===== config.mk =====
export PLATFORM = sky130hd
export DESIGN_NAME = hazard_scoreboard_flat
export DESIGN_NICKNAME = d
export VERILOG_FILES = /design/src/rtl/hazard_scoreboard_if.sv /design/src/rtl/hazard_scoreboard.sv /design/src/flat_wrapper.sv
export SDC_FILE = /design/constraint.sdc
export NUM_CORES = 1
export LEC_CHECK = 0
export ABC_AREA = 1
export BUFFER_PORTS_ARGS = -buffer_cell sky130_fd_sc_hd__buf_2
export CAP_MARGIN = 5
export CELL_PAD_IN_SITES_DETAIL_PLACEMENT = 0
export CELL_PAD_IN_SITES_GLOBAL_PLACEMENT = 1
export CORE_AREA = 3 3 75 77
export CTS_CLUSTER_SIZE = 25
export DETAILED_ROUTE_END_ITERATION = 6
export DIE_AREA = 0 0 78 80
export GPL_TIMING_DRIVEN = 0
export PLACE_DENSITY = 0.8
export SLEW_MARGIN = 20
export SYNTH_ARGS = -nofsm -noshare
export SYNTH_HDL_FRONTEND = slang
export SYNTH_SLANG_ARGS = --single-unit

===== constraint.sdc =====
create_clock -name clk -period 1.8 [get_ports clk]
set_input_delay 0.09 -clock clk [delete_from_list [all_inputs] [get_ports clk]]
set_output_delay 0.09 -clock clk [all_outputs]
set_load 0.005 [all_outputs]

===== src/rtl/hazard_scoreboard_if.sv =====
// Decode-stage register-identifier bundle and hazard status returned to the pipeline.
// The master modport drives decode information; the slave modport returns the stall status.
interface hazard_scoreboard_if;
    logic        id_valid;
    logic [2:0]  id_rs;
    logic        id_rs_valid;
    logic [2:0]  id_rt;
    logic        id_rt_valid;
    logic [2:0]  id_rd;
    logic        id_rd_valid;
    logic        id_reg_write;
    logic        flush;
    logic        stall;
    logic [7:0]  inflight_mask;
    logic [15:0] stall_count;

    modport master (
        output id_valid, id_rs, id_rs_valid, id_rt, id_rt_valid,
               id_rd, id_rd_valid, id_reg_write, flush,
        input  stall, inflight_mask, stall_count
    );

    modport slave (
        input  id_valid, id_rs, id_rs_valid, id_rt, id_rt_valid,
               id_rd, id_rd_valid, id_reg_write, flush,
        output stall, inflight_mask, stall_count
    );
endinterface


===== src/rtl/hazard_scoreboard.sv =====
// Decode-stage RAW hazard detector: tracks pending register writes between decode
// and write-back and stalls decode while a source register matches one of them.
module hazard_scoreboard #(
    parameter int DEPTH     = 3,
    parameter bit WB_BYPASS = 1'b1
) (
    input  logic                clk,
    input  logic                rst,
    hazard_scoreboard_if.slave  bus
);

    // With the write-back bypass the WB entry never takes part in matching,
    // so only the stages that can hold a pending hazard are stored.
    localparam int N_MATCH = WB_BYPASS ? DEPTH - 1 : DEPTH;

    generate
        if (DEPTH < 2 || DEPTH > 6) begin : g_bad_depth
            $error("hazard_scoreboard: DEPTH must be in 2..6");
        end
    endgenerate

    logic [N_MATCH-1:0] r_v;
    logic [2:0]         r_rd [N_MATCH];
    logic [15:0]        r_stall_count;

    logic [7:0]         w_mask;
    logic               w_hit_rs;
    logic               w_hit_rt;
    logic               w_stall;
    logic               w_load;

    // One-hot OR of every pending destination in the matching set.
    always_comb begin
        w_mask = 8'h00;
        for (int k = 0; k < N_MATCH; k++) begin
            if (r_v[k]) begin
                w_mask[r_rd[k]] = 1'b1;
            end
        end
    end

    assign w_hit_rs = bus.id_rs_valid && w_mask[bus.id_rs];
    assign w_hit_rt = bus.id_rt_valid && w_mask[bus.id_rt];
    assign w_stall  = bus.id_valid && !bus.flush && (w_hit_rs || w_hit_rt);

    // A stalled or squashed decode instruction enters the pipe as a bubble.
    assign w_load = bus.id_valid && bus.id_rd_valid && bus.id_reg_write &&
                    !bus.flush && !w_stall;

    always_ff @(posedge clk or posedge rst) begin
        if (rst) begin
            r_v <= '0;
            // NOTE: this is a small flop array, not a RAM, so every entry takes the async reset.
            for (int k = 0; k < N_MATCH; k++) begin
                r_rd[k] <= 3'b000;
            end
        end else begin
            // NOTE: non-blocking assignments make every entry shift from its pre-edge value.
            r_v[0]  <= w_load;
            r_rd[0] <= w_load ? bus.id_rd : 3'b000;
            for (int k = 1; k < N_MATCH; k++) begin
                r_v[k]  <= r_v[k-1];
                r_rd[k] <= r_rd[k-1];
            end
        end
    end

    always_ff @(posedge clk or posedge rst) begin
        if (rst) begin
            r_stall_count <= 16'h0000;
        end else if (w_stall && r_stall_count != 16'hFFFF) begin
            r_stall_count <= r_stall_count + 16'd1;
        end
    end

    assign bus.stall         = w_stall;
    assign bus.inflight_mask = w_mask;
    assign bus.stall_count   = r_stall_count;

endmodule


===== src/flat_wrapper.sv =====
// flat-port wrapper written by rule: the top's interface ports become plain ports
module hazard_scoreboard_flat 
#(
    parameter int DEPTH     = 3,
    parameter bit WB_BYPASS = 1'b1
)
  (clk, rst, bus_id_valid, bus_id_rs, bus_id_rs_valid, bus_id_rt, bus_id_rt_valid, bus_id_rd, bus_id_rd_valid, bus_id_reg_write, bus_flush, bus_stall, bus_inflight_mask, bus_stall_count);
  hazard_scoreboard_if bus_i ();
  input  logic clk;
  input  logic rst;
  input wire logic [$bits(bus_i.id_valid)-1:0] bus_id_valid;
  input wire logic [$bits(bus_i.id_rs)-1:0] bus_id_rs;
  input wire logic [$bits(bus_i.id_rs_valid)-1:0] bus_id_rs_valid;
  input wire logic [$bits(bus_i.id_rt)-1:0] bus_id_rt;
  input wire logic [$bits(bus_i.id_rt_valid)-1:0] bus_id_rt_valid;
  input wire logic [$bits(bus_i.id_rd)-1:0] bus_id_rd;
  input wire logic [$bits(bus_i.id_rd_valid)-1:0] bus_id_rd_valid;
  input wire logic [$bits(bus_i.id_reg_write)-1:0] bus_id_reg_write;
  input wire logic [$bits(bus_i.flush)-1:0] bus_flush;
  output wire logic [$bits(bus_i.stall)-1:0] bus_stall;
  output wire logic [$bits(bus_i.inflight_mask)-1:0] bus_inflight_mask;
  output wire logic [$bits(bus_i.stall_count)-1:0] bus_stall_count;
  assign bus_i.id_valid = bus_id_valid;
  assign bus_i.id_rs = bus_id_rs;
  assign bus_i.id_rs_valid = bus_id_rs_valid;
  assign bus_i.id_rt = bus_id_rt;
  assign bus_i.id_rt_valid = bus_id_rt_valid;
  assign bus_i.id_rd = bus_id_rd;
  assign bus_i.id_rd_valid = bus_id_rd_valid;
  assign bus_i.id_reg_write = bus_id_reg_write;
  assign bus_i.flush = bus_flush;
  assign bus_stall = bus_i.stall;
  assign bus_inflight_mask = bus_i.inflight_mask;
  assign bus_stall_count = bus_i.stall_count;
  hazard_scoreboard #(.DEPTH(DEPTH), .WB_BYPASS(WB_BYPASS)) u_core (.clk(clk), .rst(rst), .bus(bus_i));
endmodule

==> results.json <==
{
  "startpoint_type": "register",
  "synth_nets": 243,
  "finalCriticalPeriod_ns": 1.84,
  "synth.most_common_cell": "nand2_1",
  "cp.required_ns": 1.71,
  "path_max_fanout": 8,
  "min_period_over_period_pct": 102,
  "hold_class": "input pin to async pin",
  "core-area_um2": 5070,
  "power_mw": 1.41,
  "final_nets": 310,
  "worst_pin_slew_ns": 0.919,
  "regToRegStartpoint": "u_core.r_v[1]",
  "skew_ns": 0.00275,
  "criticalPathCategory": "register to output pin",
  "rrSetupSlack_ns": -0.03,
  "critPathSlowestCell": "dfrtp_1",
  "max-cap-violations": 0,
  "syn_area_um2": 1620,
  "relSlewSlack_pct": 38.7,
  "postSynth.asyncResetShare_pct": 100,
  "grt_max_degree": 25,
  "postCtsHoldBufs": 0,
  "drive_above_1_share_pct": 42.3,
  "drc": 0,
  "synth_top_flop_cell": "dfrtp_1",
  "clkLatencyLatePin_ns": 0.27,
  "status": "finished with violations",
  "die_x_um": 78,
  "setup_viol": 9,
  "cts_num_sinks": 24,
  "p_leak_nw": 1.26,
  "cts_tree": "done",
  "yosys_warnings": 0,
  "ios": 42,
  "ys_ff_latch": 24,
  "start_util_pct": 32.0,
  "portBuffers": 41,
  "grt_pass1_wl_um": 7730,
  "viasPerCell": 4.85,
  "die_h_um": 80,
  "hpwlAfterDp_um": 3300,
  "failed_checks": "negative setup slack",
  "place_congestion": 0.847,
  "crit_path_max_incr_delay_ns": 0.32,
  "rows": 26,
  "grt_setup_unrepaired": "true",
  "fill_cells": 558,
  "r2r-end": "u_core.bus.stall_count[7]",
  "power.density_nw_per_um2": 605,
  "reg2reg_depth": 12,
  "crit_start": "u_core.r_v[1]",
  "wire_per_inst_um": 13.2,
  "grt_usage_pct": 15.3,
  "cts-root-buf": "clkbuf_8",
  "grt_overflow": 0,
  "synthToLayoutAreaGrowth_pct": 44.0,
  "synth_cells": 225,
  "final.setup.worst_slack_ns": -0.0357,
  "first_global_vias": 1668,
  "cp_data_arrival_time_ns": 1.75,
  "synth_commonest_cells": "nand2_1 (61), nand3_1 (39), inv_1 (28), nand4_1 (25), dfrtp_1 (24)",
  "finalWirelength_um": 4770,
  "final_antenna_net_count": 0,
  "die-area_um2": 6240,
  "crit_buf_inv": 4,
  "synth.distinct_cells": 20,
  "path_common_cell": "nand3_1",
  "cp_num_cells": 11,
  "syn_area_per_cell_um2": 7.21,
  "synth_area_leaders": "dfrtp_1 (37%), nand2_1 (14%), nand3_1 (12%)",
  "drv_slew": 0,
  "endpoint_kind": "output pin",
  "path_clk_slew_ns": 0.09,
  "numCtsBuffers": 3,
  "crit_family": "simple AND/OR/NAND/NOR gates",
  "clock_path_buffers": 2,
  "drtIter0Drc": 65,
  "h-tree-depth": 1,
  "dpl.cell_count": 336,
  "finalHoldViolations": 0,
  "synth_top_area_cell": "dfrtp_1",
  "path_cells": "buf_2, nand4_1, nand3_1, nand3_1, nand3_1, nand3_2, nand2_4, buf_6, nand2_2, inv_2, buf_2",
  "synth_edf_count": 0,
  "fin_cells": 361,
  "vias": 1751,
  "antenna_found_initial": 0,
  "ys_seq_area_share_pct": 37.0,
  "first_pass_iters": 4,
  "synth_top_area_share_pct": 37.0,
  "crit_end": "bus_stall",
  "vdd_drop_max_uv": 315,
  "max_freq_mhz": 545,
  "antenna_cells": 0
}
metal layers:
| layer | GRT usage (%) | wire (um) |
|---|---|---|
| met5 | 0 | 0 |
| met3 | 2.48 | 220 |
| met4 | 4.20 | 94 |
| met2 | 27.9 | 2450 |
| met1 | 18.4 | 2010 |
state kept, by name, summed over array words and instances, names as in the netlist:
name and count:
u_core.r_v 2, u_core.bus.stall_count 16, u_core.r_rd 6
power breakdown:
part / internal [mW] / switching (mW) / total [mW]
logic: 0.202 / 0.203 / 0.404
clock network: 0.196 / 0.181 / 0.377
registers: 0.578 / 0.0540 / 0.632
total: 0.976 / 0.438 / 1.41
cells by family after synthesis:
kind of cell	share of synthesized area [%]
and+or+nand+nor	46.1
buffers and inverters	8.56
DFF	37.0
xor gates and xnor gates	7.56
adders and majority gates	0.771
what timing repair did:
| action | in CTS | in global routing |
|---|---|---|
| setup endpoints to repair | 17 | 20 |
| pin swaps | 5 | 7 |
| resized for setup | 19 | 39 |
| hold endpoints to repair | 0 | 0 |
| buffers inserted | 11 | 9 |
| cloned | 0 | 1 |
layout make-up:
cell class / count / area (um^2) / share of cell area, %
inverters: 29 / 109 / 4.66
clock buffers: 4 / 55.1 / 2.36
plain buffers: 5 / 42.5 / 1.82
flip-flops and latches: 24 / 603 / 25.8
multi-input cells: 167 / 1020 / 43.8
repair buffers: 62 / 417 / 17.8
well taps: 70 / 87.6 / 3.75
cells in the final DEF (no fill, tap or decap), drive strengths merged:
| cell type | count |
|---|---|
| nand4 | 25 |
| nand3 | 41 |
| clkbuf | 6 |
| buf | 65 |
| inv | 29 |
| xnor2 | 5 |
| nor2 | 17 |
| ha | 1 |
| xor2 | 9 |
| dfrtp | 24 |
| nand2 | 62 |
| nor3 | 4 |
| nor4 | 3 |
how the worst min path moves through the flow:
stage / startpoint / end / slack [ns] / depth (start not counted)
finish: rst / u_core.bus.stall_count[7] / 0.008 / 2
global route: bus_id_rd[0] / u_core.r_rd[3] / 0.02 / 3
CTS: bus_id_rd[0] / u_core.r_rd[3] / 0.02 / 3
detailed placement: bus_id_rd[0] / u_core.r_rd[3] / 0.31 / 3
global placement: bus_id_rd[0] / u_core.r_rd[3] / 0.32 / 3
floorplan: rst / u_core.bus.stall_count[0] / 0.10 / 1
through the flow:
step / util [%] / instance area [um^2] / setup TNS, ns / hold WS [ns] / setup WS (ns)
2_1_floorplan: - / 1620 / 0 / 0.105 / 0.0759
3_3_place_gp: 37.7 / 1920 / -2.04 / 0.317 / -0.182
3_5_place_dp: 37.7 / 1920 / -2.25 / 0.313 / -0.197
4_1_cts: 41.6 / 2110 / -0.456 / 0.0194 / -0.0613
5_1_grt: 46.1 / 2340 / -2.78 / 0.0189 / -0.193
6_report: 46.1 / 2340 / -0.174 / 0.00809 / -0.0357
Power figures use the tool's default switching activity.
